==> src/rtl/sched_pkg.sv <==
// Shared types and sizes for the dual-issue scheduler.
//   dec_inst_t    : packed decoded-instruction bundle (DEC_W bits)
//   sched_state_t : occupancy of the held pair {EMPTY, PAIR, SINGLE}
//   NREG / REG_W  : scoreboard depth and register index width
package sched_pkg;

  localparam int unsigned DEC_W = 30;
  localparam int unsigned NREG  = 32;
  localparam int unsigned REG_W = 5;

  typedef struct packed {
    logic             valid;
    logic [REG_W-1:0] rd;
    logic [REG_W-1:0] rs1;
    logic [REG_W-1:0] rs2;
    logic             rs2_en;
    logic [3:0]       alu_opr;
    logic             reg_write_en;
    logic             mem_write_en;
    logic             mem_read_en;
    logic             branch_en;
    logic [2:0]       load_flag;
    logic [1:0]       store_flag;
  } dec_inst_t;

  typedef enum logic [1:0] {
    EMPTY  = 2'd0,
    PAIR   = 2'd1,
    SINGLE = 2'd2
  } sched_state_t;

  // True when the bundle produces an architectural result (x0 writes are void).
  function automatic logic writes_reg(input dec_inst_t i);
    return i.reg_write_en && (i.rd != '0);
  endfunction

  // True when the bundle needs the shared memory port.
  function automatic logic is_mem(input dec_inst_t i);
    return i.mem_read_en || i.mem_write_en;
  endfunction

endpackage

==> src/rtl/sched_scoreboard.sv <==
// Register busy scoreboard for the dual-issue scheduler.
//   clk, rst_n            : clock, synchronous active-low reset
//   set0_*/set1_*         : mark a destination busy (issue of lane 0 / lane 1)
//   clr0_*/clr1_*         : clear a destination (writeback ports)
//   a_*/b_*               : register indices of held slots A and B
//   a_*_busy_c/b_*_busy_c : combinational busy lookups for those indices
module sched_scoreboard
  import sched_pkg::*;
(
  input  logic             clk,
  input  logic             rst_n,
  input  logic             set0_en,
  input  logic [REG_W-1:0] set0_rd,
  input  logic             set1_en,
  input  logic [REG_W-1:0] set1_rd,
  input  logic             clr0_en,
  input  logic [REG_W-1:0] clr0_rd,
  input  logic             clr1_en,
  input  logic [REG_W-1:0] clr1_rd,
  input  logic [REG_W-1:0] a_rs1,
  input  logic [REG_W-1:0] a_rs2,
  input  logic [REG_W-1:0] a_rd,
  input  logic [REG_W-1:0] b_rs1,
  input  logic [REG_W-1:0] b_rs2,
  input  logic [REG_W-1:0] b_rd,
  output logic             a_rs1_busy_c,
  output logic             a_rs2_busy_c,
  output logic             a_rd_busy_c,
  output logic             b_rs1_busy_c,
  output logic             b_rs2_busy_c,
  output logic             b_rd_busy_c
);

  logic [NREG-1:0] busy_q;
  logic [NREG-1:0] busy_d;
  logic [NREG-1:0] set_mask;
  logic [NREG-1:0] clr_mask;

  // Clears apply first so a same-cycle set of the same register wins; x0 never busy.
  always_comb begin
    set_mask = '0;
    clr_mask = '0;
    if (set0_en) set_mask = set_mask | (NREG'(1) << set0_rd);
    if (set1_en) set_mask = set_mask | (NREG'(1) << set1_rd);
    if (clr0_en) clr_mask = clr_mask | (NREG'(1) << clr0_rd);
    if (clr1_en) clr_mask = clr_mask | (NREG'(1) << clr1_rd);
    busy_d = ((busy_q & ~clr_mask) | set_mask) & ~NREG'(1);
  end

  always_ff @(posedge clk) begin
    if (!rst_n) busy_q <= '0;
    else        busy_q <= busy_d;
  end

  // Lookups see the registered vector only: no writeback bypass.
  assign a_rs1_busy_c = busy_q[a_rs1];
  assign a_rs2_busy_c = busy_q[a_rs2];
  assign a_rd_busy_c  = busy_q[a_rd];
  assign b_rs1_busy_c = busy_q[b_rs1];
  assign b_rs2_busy_c = busy_q[b_rs2];
  assign b_rd_busy_c  = busy_q[b_rd];

endmodule

==> src/rtl/dual_issue_scheduler.sv <==
// Dual-issue scheduler: holds one decoded pair (slot A older, slot B younger)
// and issues zero, one or both per cycle, splitting the pair when only A can go.
//   clk, rst_n             : clock, synchronous active-low reset
//   in0/in1, in_valid      : incoming pair (in0 older); in_ready accepts it
//   flush                  : drop held instructions, block issue and accept
//   wb0_*/wb1_*            : writeback ports clearing scoreboard bits
//   iss0/iss1, iss*_valid  : issued bundles, lane 0 from A, lane 1 from B
// Optional (macro SCHED_PERF_EN): perf_dual, perf_single, perf_stall
// saturating 32-bit event counters.
module dual_issue_scheduler
  import sched_pkg::*;
(
  input  logic             clk,
  input  logic             rst_n,
  input  logic [DEC_W-1:0] in0,
  input  logic [DEC_W-1:0] in1,
  input  logic             in_valid,
  output logic             in_ready,
  input  logic             flush,
  input  logic             wb0_en,
  input  logic             wb1_en,
  input  logic [REG_W-1:0] wb0_rd,
  input  logic [REG_W-1:0] wb1_rd,
  output logic [DEC_W-1:0] iss0,
  output logic [DEC_W-1:0] iss1,
  output logic             iss0_valid,
  output logic             iss1_valid
`ifdef SCHED_PERF_EN
  ,
  output logic [31:0]      perf_dual,
  output logic [31:0]      perf_single,
  output logic [31:0]      perf_stall
`endif
);

  sched_state_t state_q, state_d;
  dec_inst_t    a_q, a_d, b_q, b_d;
  dec_inst_t    in0_i, in1_i;

  logic a_rs1_busy, a_rs2_busy, a_rd_busy;
  logic b_rs1_busy, b_rs2_busy, b_rd_busy;
  logic a_sb_ok, b_sb_ok, b_raw, b_waw, b_mem;
  logic a_go, b_go, accept;

  assign in0_i = dec_inst_t'(in0);
  assign in1_i = dec_inst_t'(in1);

  sched_scoreboard u_sb (
    .clk          (clk),
    .rst_n        (rst_n),
    .set0_en      (a_go && writes_reg(a_q)),
    .set0_rd      (a_q.rd),
    .set1_en      (b_go && writes_reg(b_q)),
    .set1_rd      (b_q.rd),
    .clr0_en      (wb0_en),
    .clr0_rd      (wb0_rd),
    .clr1_en      (wb1_en),
    .clr1_rd      (wb1_rd),
    .a_rs1        (a_q.rs1),
    .a_rs2        (a_q.rs2),
    .a_rd         (a_q.rd),
    .b_rs1        (b_q.rs1),
    .b_rs2        (b_q.rs2),
    .b_rd         (b_q.rd),
    .a_rs1_busy_c (a_rs1_busy),
    .a_rs2_busy_c (a_rs2_busy),
    .a_rd_busy_c  (a_rd_busy),
    .b_rs1_busy_c (b_rs1_busy),
    .b_rs2_busy_c (b_rs2_busy),
    .b_rd_busy_c  (b_rd_busy)
  );

  // Scoreboard readiness of each slot: sources plus WAW on its own destination.
  assign a_sb_ok = !a_rs1_busy && !(a_q.rs2_en && a_rs2_busy) && !(writes_reg(a_q) && a_rd_busy);
  assign b_sb_ok = !b_rs1_busy && !(b_q.rs2_en && b_rs2_busy) && !(writes_reg(b_q) && b_rd_busy);

  // Intra-pair hazards that force B to wait behind A.
  assign b_raw = writes_reg(a_q) && ((a_q.rd == b_q.rs1) || (b_q.rs2_en && (a_q.rd == b_q.rs2)));
  assign b_waw = writes_reg(a_q) && writes_reg(b_q) && (a_q.rd == b_q.rd);
  assign b_mem = is_mem(a_q) && is_mem(b_q);

  assign a_go = rst_n && !flush && (state_q != EMPTY) && a_sb_ok;
  assign b_go = a_go && (state_q == PAIR) && b_sb_ok && !b_raw && !b_waw && !b_mem && !a_q.branch_en;

  assign in_ready = rst_n && !flush &&
                    ((state_q == EMPTY) || (a_go && ((state_q == SINGLE) || b_go)));
  assign accept   = in_valid && in_ready;

  assign iss0_valid = a_go;
  assign iss1_valid = b_go;
  assign iss0       = a_go ? a_q : '0;
  assign iss1       = b_go ? b_q : '0;

  // Next-state: flush, then new pair, then split/drain of the held pair.
  always_comb begin
    state_d = state_q;
    a_d     = a_q;
    b_d     = b_q;
    if (flush) begin
      state_d = EMPTY;
    end else if (accept) begin
      if (in0_i.valid) begin
        a_d     = in0_i;
        b_d     = in1_i;
        state_d = in1_i.valid ? PAIR : SINGLE;
      end else if (in1_i.valid) begin
        a_d     = in1_i;
        state_d = SINGLE;
      end else begin
        state_d = EMPTY;
      end
    end else if (a_go) begin
      if ((state_q == PAIR) && !b_go) begin
        a_d     = b_q;
        state_d = SINGLE;
      end else begin
        state_d = EMPTY;
      end
    end
  end

  always_ff @(posedge clk) begin
    if (!rst_n) begin
      state_q <= EMPTY;
      a_q     <= '0;
      b_q     <= '0;
    end else begin
      state_q <= state_d;
      a_q     <= a_d;
      b_q     <= b_d;
    end
  end

`ifdef SCHED_PERF_EN
  // Saturating issue/stall event counters.
  always_ff @(posedge clk) begin
    if (!rst_n) begin
      perf_dual   <= '0;
      perf_single <= '0;
      perf_stall  <= '0;
    end else begin
      if (a_go && b_go && (perf_dual != '1))
        perf_dual <= perf_dual + 32'd1;
      if (a_go && !b_go && (perf_single != '1))
        perf_single <= perf_single + 32'd1;
      if ((state_q != EMPTY) && !a_go && !flush && (perf_stall != '1))
        perf_stall <= perf_stall + 32'd1;
    end
  end
`endif

endmodule

==> config.mk <==
export PLATFORM = sky130hd
export DESIGN_NAME = dual_issue_scheduler
export DESIGN_NICKNAME = d
export VERILOG_FILES = /design/src/rtl/sched_pkg.sv /design/src/rtl/sched_scoreboard.sv /design/src/rtl/dual_issue_scheduler.sv
export SDC_FILE = /design/constraint.sdc
export NUM_CORES = 1
export LEC_CHECK = 0
export CELL_PAD_IN_SITES_DETAIL_PLACEMENT = 0
export CELL_PAD_IN_SITES_GLOBAL_PLACEMENT = 1
export CORE_UTILIZATION = 39
export DETAILED_ROUTE_END_ITERATION = 6
export GPL_ROUTABILITY_DRIVEN = 0
export PLACE_DENSITY_LB_ADDON = 0.1
export SETUP_SLACK_MARGIN = 0.1
export SLEW_MARGIN = 20
export SYNTH_ARGS = -nofsm -noshare
export SYNTH_HDL_FRONTEND = slang
export SYNTH_HIERARCHICAL = 1
export SYNTH_SLANG_ARGS = --single-unit
export TNS_END_PERCENT = 1
==> constraint.sdc <==
create_clock -name clk -period 4.4 [get_ports clk]
set_input_delay 0.88 -clock clk [delete_from_list [all_inputs] [get_ports clk]]
set_output_delay 0.88 -clock clk [all_outputs]
set_load 0.1 [all_outputs]
==> impl_metrics.py, run 1 <==
metrics = {
    "synth": {
        "syn_inst": 883,
        "synthAdderAreaFrac": 0.00347,
        "synthXorXnorAreaFrac": 0.0182,
        "synth-simple-area-share": 0.288,
        "synthesis.nets": 961,
        "synthArstFlopShare": 0,
        "synth_edf_count": 0,
        "synth_commonest_cells": "nand2_1, dfxtp_1, nor2_1",
        "yosys_warnings": 6,
        "yosysSeqAreaShare": 0.259,
        "synth_top_family_by_area": "simple AND/OR/NAND/NOR gates",
        "synth_largest_area_cell": "dfxtp_1",
        "synth_area_leaders": "dfxtp_1, mux2i_1, mux4_2",
        "ys_types": 47,
        "synth_ff_type": "dfxtp_1",
        "synth_compound_area_frac": 0.205,
        "syn-cell-area_um2": 7200,
        "synth_top_area_share": 0.259,
        "yosysMostFrequentCell": "nand2_1",
        "ys_ff_latch": 93,
        "synth_mux_area_frac": 0.172,
        "avgSynthCellArea_um2": 8.16,
    },
    "timing": {
        "period_share": 0.951,
        "fmax_mhz": 239,
        "slew_violations": 0,
        "setup_viol": 0,
        "hold_viol_final": 0,
        "rsz0062_at_grt": "true",
        "setup_slack_ns": 0.214,
        "final.min_clock_period_ns": 4.19,
        "finalClockSkew_ns": 0.00985,
        "max_slew_margin": 0.465,
        "tightest_slew_ns": 0.801,
        "tns_ns": 0,
    },
    "run_status": {
        "status": "finished with violations",
        "violations": "DRC",
    },
    "cells_and_area": {
        "area_delta_synth_final_pct": 35.0,
        "n_antenna_cell": 0,
        "utilization": 0.539,
        "drive_gt1_frac": 0.159,
        "fin_nets": 1061,
    },
    "global_route": {
        "grt_max_degree": 64,
        "antenna_found_initial": 0,
        "grtUsageTotal": 0.286,
        "grt_pass1_vias": 7045,
        "overflow": 0,
        "grt_pass1_wl_um": 41100,
    },
    "worst_hold_path": {
        "min_path_type": "reg -> reg",
    },
    "clock_tree": {
        "clkTransAtPathRegs_ns": 0.07,
        "clkSinkCount": 93,
        "post-cts-setup-buffers": 0,
        "htree_num_levels": 3,
        "root_buffer": "clkbuf_16",
        "clk_latency_ns": 0.35,
        "numCtsBuffers": 9,
        "cts_tree": "built",
        "clockBufferDepth": 2,
    },
    "floorplan": {
        "core_area_um2": 18000,
        "dieArea_um2": 19000,
        "die_h_um": 138,
        "io_pins": 139,
        "start_util": 0.400,
        "fp-row-count": 49,
        "dieWidth_um": 138,
    },
    "critical_path": {
        "crit_path_max_fanout": 20,
        "critPathCaptureType": "output port",
        "cp_cell_sequence": "buf_6 > nor2b_1 > a22oi_1 > nand3_1 > nand4_1 > o211a_1 > or3_1 > nor2_2 > buf_4 > and2_1 > buf_12",
        "crit_slowest_cell": "dfxtp_1",
        "crit_family": "simple AND/OR/NAND/NOR gates",
        "required_ns": 3.52,
        "max_stage_delay_ns": 0.51,
        "path_class": "reg -> out",
        "start_kind": "register",
        "path_buf_inv": 3,
        "cp.arrival_ns": 3.31,
    },
    "routing": {
        "drt-total-wl_um": 26800,
        "dr.pass1.iters": 7,
        "ant_nets": 0,
        "drc_errors": 10,
        "wire_per_inst_um": 22.0,
        "vias_per_cell": 6.17,
        "vias": 7504,
        "drt_iter0_drc": 1192,
    },
    "placement": {
        "dp_slack_ns": 0.283,
        "place_hpwl_um": 19600,
        "io_buffers": 138,
    },
    "power_and_ir_drop": {
        "p_per_area_nw_per_um2": 210,
        "p_leak_nw": 3.37,
        "vdd_drop_max_mv": 0.184,
    },
    "job": {
        "max_cap_viol_count": 0,
    },
}
final cells by class:
class | instances | area, um2
Sequential cell | 93 | 1880
Timing Repair Buffer | 165 | 2250
Clock inverter | 5 | 60.1
Inverter | 13 | 48.8
Tap cell | 229 | 287
Multi-Input combinational cell | 701 | 4960
Fill cell | 1669 | 8300
Clock buffer | 10 | 239
cell usage in the layout (no fill, tap or decap), types with 3 or more instances in the layout:
master | Yosys | final
a211oi_1 | 8 | 8
a21oi_1 | 20 | 19
a221o_1 | 29 | 29
a222oi_1 | 31 | 31
a22oi_1 | 43 | 43
and2_1 | 30 | 30
and3_1 | 36 | 36
and3b_1 | 10 | 10
and3b_2 | 3 | 3
buf_12 | 0 | 66
buf_4 | 2 | 22
clkbuf_16 | 0 | 9
clkdlybuf4s50_1 | 0 | 73
dfxtp_1 | 93 | 83
dfxtp_2 | 0 | 9
inv_1 | 13 | 13
mux2i_1 | 83 | 83
mux4_2 | 18 | 18
nand2_1 | 102 | 101
nand2b_1 | 17 | 17
nand3_1 | 27 | 27
nand4_1 | 6 | 6
nor2_1 | 87 | 84
nor2_2 | 0 | 3
nor2b_1 | 45 | 45
nor3_1 | 10 | 9
nor3b_1 | 3 | 3
nor3b_2 | 7 | 7
o2111ai_1 | 7 | 7
o211ai_1 | 7 | 7
o21ai_0 | 12 | 12
o21ai_1 | 23 | 23
or4_1 | 3 | 3
xnor2_1 | 6 | 6
xor2_1 | 9 | 9
sequential cells by signal (all words and copies together) (netlist names):
| signal | flops |
|---|---|
| a_q | 30 |
| b_q | 30 |
| state_q | 2 |
| u_sb/busy_q | 31 |
worst register-to-register path, delay by kind of cell (launching register included):
| family | cells | cell delay, ns |
|---|---|---|
| flip-flops | 1 | 0.51 |
| AND/OR/NAND/NOR | 8 | 2.44 |
| buffers and inverters | 1 | 0.28 |
| AO/OA/AOI/OAI | 3 | 0.59 |
cells by family after synthesis:
logic type	Yosys count
compound gates	190
xor+xnor	15
mux	101
simple gates	393
buf+inv	89
flops	93
fa+ha+maj	2
layer usage:
metal | up-vias | GRT usage | wire, um | part of all wire
li1 | 3482 | - | - | -
met1 | 3566 | 0.403 | 11700 | 0.44
met2 | 425 | 0.432 | 11900 | 0.44
met3 | 31 | 0.0735 | 2820 | 0.11
met4 | 0 | 0.0725 | 415 | 0.015
met5 | - | 0 | 0 | 0
path summary, 6_finish.rpt:
kind | slack, ns | to | start | cells past startpoint
max | 0.21 | iss0[19] | a_q[25]$_SDFFE_PN0P_ | 11
max reg2reg | 0.51 | u_sb/busy_q[15]$_SDFF_PN0_ | a_q[25]$_SDFFE_PN0P_ | 12
min reg2reg | 0.47 | b_q[9]$_SDFFE_PN0P_ | b_q[9]$_SDFFE_PN0P_ | 2
min | 0.47 | b_q[9]$_SDFFE_PN0P_ | b_q[9]$_SDFFE_PN0P_ | 2
repair_timing:
action | 4_1_cts | 5_1_grt
pin swaps | 0 | 0
gates resized for setup | 5 | 9
hold buffers | 0 | 0
setup endpoints to repair | 27 | 52
report_power, final:
part | switching [W] | internal (W) | leakage (nW)
clock | 0.000344 | 0.000455 | 0.145
sequential | 0.0000486 | 0.000863 | 0.758
combinational | 0.000166 | 0.000161 | 2.47
total | 0.000559 | 0.00148 | 3.37
stage by stage:
step           hold WS (ns)  std cells  instance area [um2]  power (W)
2_1_floorplan         0.437        883                 7210    0.00110
3_3_place_gp          0.448       1201                 9400    0.00124
3_5_place_dp          0.457       1201                 9400    0.00125
4_1_cts               0.468       1216                 9700    0.00205
5_1_grt               0.480       1216                 9720    0.00211
6_report              0.467       1216                 9720    0.00204
Note: power is estimated with default switching activity, not from simulation.
==> inputs of run 2 (changes only) <==
--- a/config.mk
+++ b/config.mk
@@ -5,12 +5,11 @@
 export SDC_FILE = /design/constraint.sdc
 export NUM_CORES = 1
 export LEC_CHECK = 0
-export CELL_PAD_IN_SITES_DETAIL_PLACEMENT = 0
-export CELL_PAD_IN_SITES_GLOBAL_PLACEMENT = 1
-export CORE_UTILIZATION = 39
+export CORE_MARGIN = 5
+export CORE_UTILIZATION = 53
 export DETAILED_ROUTE_END_ITERATION = 6
 export GPL_ROUTABILITY_DRIVEN = 0
-export PLACE_DENSITY_LB_ADDON = 0.1
+export PLACE_DENSITY = 0.81
 export SETUP_SLACK_MARGIN = 0.1
 export SLEW_MARGIN = 20
 export SYNTH_ARGS = -nofsm -noshare
==> run 2 against run 1 <==
Combinational power down 4%. Worst setup slack worse by 0.0083 ns. Register-to-register slack worse by 0.06 ns. Flip-flop and latch count unchanged. Core utilization up 18 points. Sequential power about the same. Highest routed layer unchanged. Maximum frequency down 0.20%. The flow still finishes with violations (DRC). Die area down 16%. Global-route usage up 1.4 points. Power down 4.1%.
==> impl_metrics.py, run 2 (same netlist as run 1, synthesis figures left out) <==
metrics = {
    "run_status": {
        "status": "finished with violations",
        "violations": "DRC",
    },
    "floorplan": {
        "io_pins": 139,
        "core_area_um2": 13300,
        "dieArea_um2": 16000,
        "start_util": 0.542,
        "dieWidth_um": 127,
        "die_h_um": 127,
        "fp-row-count": 42,
    },
    "timing": {
        "setup_viol": 0,
        "period_share": 0.953,
        "fmax_mhz": 238,
        "tightest_slew_ns": 0.949,
        "setup_slack_ns": 0.205,
        "finalClockSkew_ns": 0.0108,
        "hold_viol_final": 0,
        "slew_violations": 0,
        "rsz0062_at_grt": "true",
        "final.min_clock_period_ns": 4.19,
        "max_slew_margin": 0.366,
    },
    "cells_and_area": {
        "area_delta_synth_final_pct": 32.9,
        "fill_cells": 1001,
        "drive_gt1_frac": 0.155,
        "utilization": 0.720,
        "largest_register_ffs": 31,
        "stdcell_area_um2": 9570,
        "fin_nets": 1055,
        "layout_common_cells": "nand2_1, nor2_1, mux2i_1",
        "multiInputGateArea_um2": 4960,
        "mostFrequentLayoutCell": "nand2_1",
        "reg_top3": "u_sb/busy_q (31), a_q (30), b_q (30)",
        "register_area_um2": 1880,
        "final-instance-count-excl-fill": 1158,
        "top_register": "u_sb/busy_q",
    },
    "placement": {
        "io_buffers": 138,
        "dp_slack_ns": 0.235,
        "dpl_cell_area_um2": 9270,
        "place_inst": 1142,
        "place_hpwl_um": 18000,
    },
    "routing": {
        "drc_errors": 28,
        "drt-total-wl_um": 25200,
        "vias": 7714,
        "ant_nets": 0,
        "vias_per_cell": 6.66,
        "dr.pass1.iters": 7,
        "drt_iter0_drc": 1384,
        "wire_per_inst_um": 21.8,
    },
    "clock_tree": {
        "numCtsBuffers": 9,
        "clk_latency_ns": 0.35,
        "htree_num_levels": 3,
        "post-cts-setup-buffers": 0,
        "clkSinkCount": 93,
        "cts_tree": "built",
        "root_buffer": "clkbuf_16",
        "clkTransAtPathRegs_ns": 0.07,
        "clockBufferDepth": 2,
    },
    "worst_hold_path": {
        "min_path_type": "reg -> reg",
    },
    "job": {
        "max_cap_viol_count": 0,
    },
    "critical_path": {
        "start_kind": "register",
        "crit_family": "flip-flops",
        "cp.arrival_ns": 3.31,
        "cp_cell_sequence": "mux2i_1 > a22oi_1 > nand3_1 > nand4_1 > inv_1 > o211a_1 > o211a_2 > buf_6 > and3_1 > buf_12",
        "max_stage_delay_ns": 0.94,
        "path_class": "reg -> out",
        "crit_slowest_cell": "dfxtp_1",
        "path_buf_inv": 3,
        "crit_path_max_fanout": 24,
        "critPathCaptureType": "output port",
        "required_ns": 3.52,
    },
    "power_and_ir_drop": {
        "p_per_area_nw_per_um2": 204,
        "p_leak_nw": 3.32,
        "p_total_w": 0.00196,
        "vdd_drop_max_mv": 0.181,
    },
    "global_route": {
        "grt_pass1_wl_um": 39100,
        "antenna_found_initial": 0,
        "overflow": 0,
        "grtUsageTotal": 0.301,
        "grt_pass1_vias": 7108,
        "grt_max_degree": 64,
    },
}
## run 2: changes by cell type in the layout (fill, tap and decap cells not counted), sizes merged
cell	before	now
buf	92	86
clkinv	2	4
bufinv	1	0
clkinvlp	1	0
diode	0	1
## run 2: worst min-delay path: stages, from the launching register on
cell,delay [ns]
dfxtp_1,0.32
nand2_1,0.06
o21ai_1,0.05
## run 2: final timing paths
check / start / end / slack (ns) / depth (start not counted)
setup / recovery: b_q[26]$_SDFFE_PN0P_ / iss1[22] / 0.21 / 10
hold / removal: b_q[1]$_SDFFE_PN0P_ / b_q[1]$_SDFFE_PN0P_ / 0.47 / 2
setup reg to reg: b_q[26]$_SDFFE_PN0P_ / a_q[24]$_SDFFE_PN0P_ / 0.45 / 12
hold reg to reg: b_q[1]$_SDFFE_PN0P_ / b_q[1]$_SDFFE_PN0P_ / 0.47 / 2
## run 2: routing by layer
layer,up-vias,part of all wire,track usage
li1,3475,-,-
met5,-,0,0
met3,115,0.13,0.0883
met2,568,0.45,0.469
met4,0,0.039,0.129
met1,3556,0.38,0.388
## run 2: per-stage QoR
stage	setup TNS [ns]	hold WS (ns)
2_1_floorplan	-6.39	0.437
3_3_place_gp	0	0.451
3_5_place_dp	0	0.462
4_1_cts	0	0.472
5_1_grt	0	0.488
6_report	0	0.469
## run 2: final cells by class
cell class,count,area share
clock buffer,10,0.0239
sequential,93,0.196
timing repair buffer,159,0.229
multi-input combinational,701,0.518
antenna,1,0.000261
inverter,13,0.00510
clock inverter,5,0.00379
tap,176,0.0230
## run 2: power breakdown
part / switching (W) / internal [W]
clock network: 0.000345 / 0.000382
registers: 0.0000507 / 0.000863
logic: 0.000155 / 0.000159
total: 0.000551 / 0.00140
## run 2: timing repair
item,CTS,global route
endpoints found under the setup margin,38,63
hold buffers,0,0
resized for setup,3,15
hold endpoints to repair,0,0
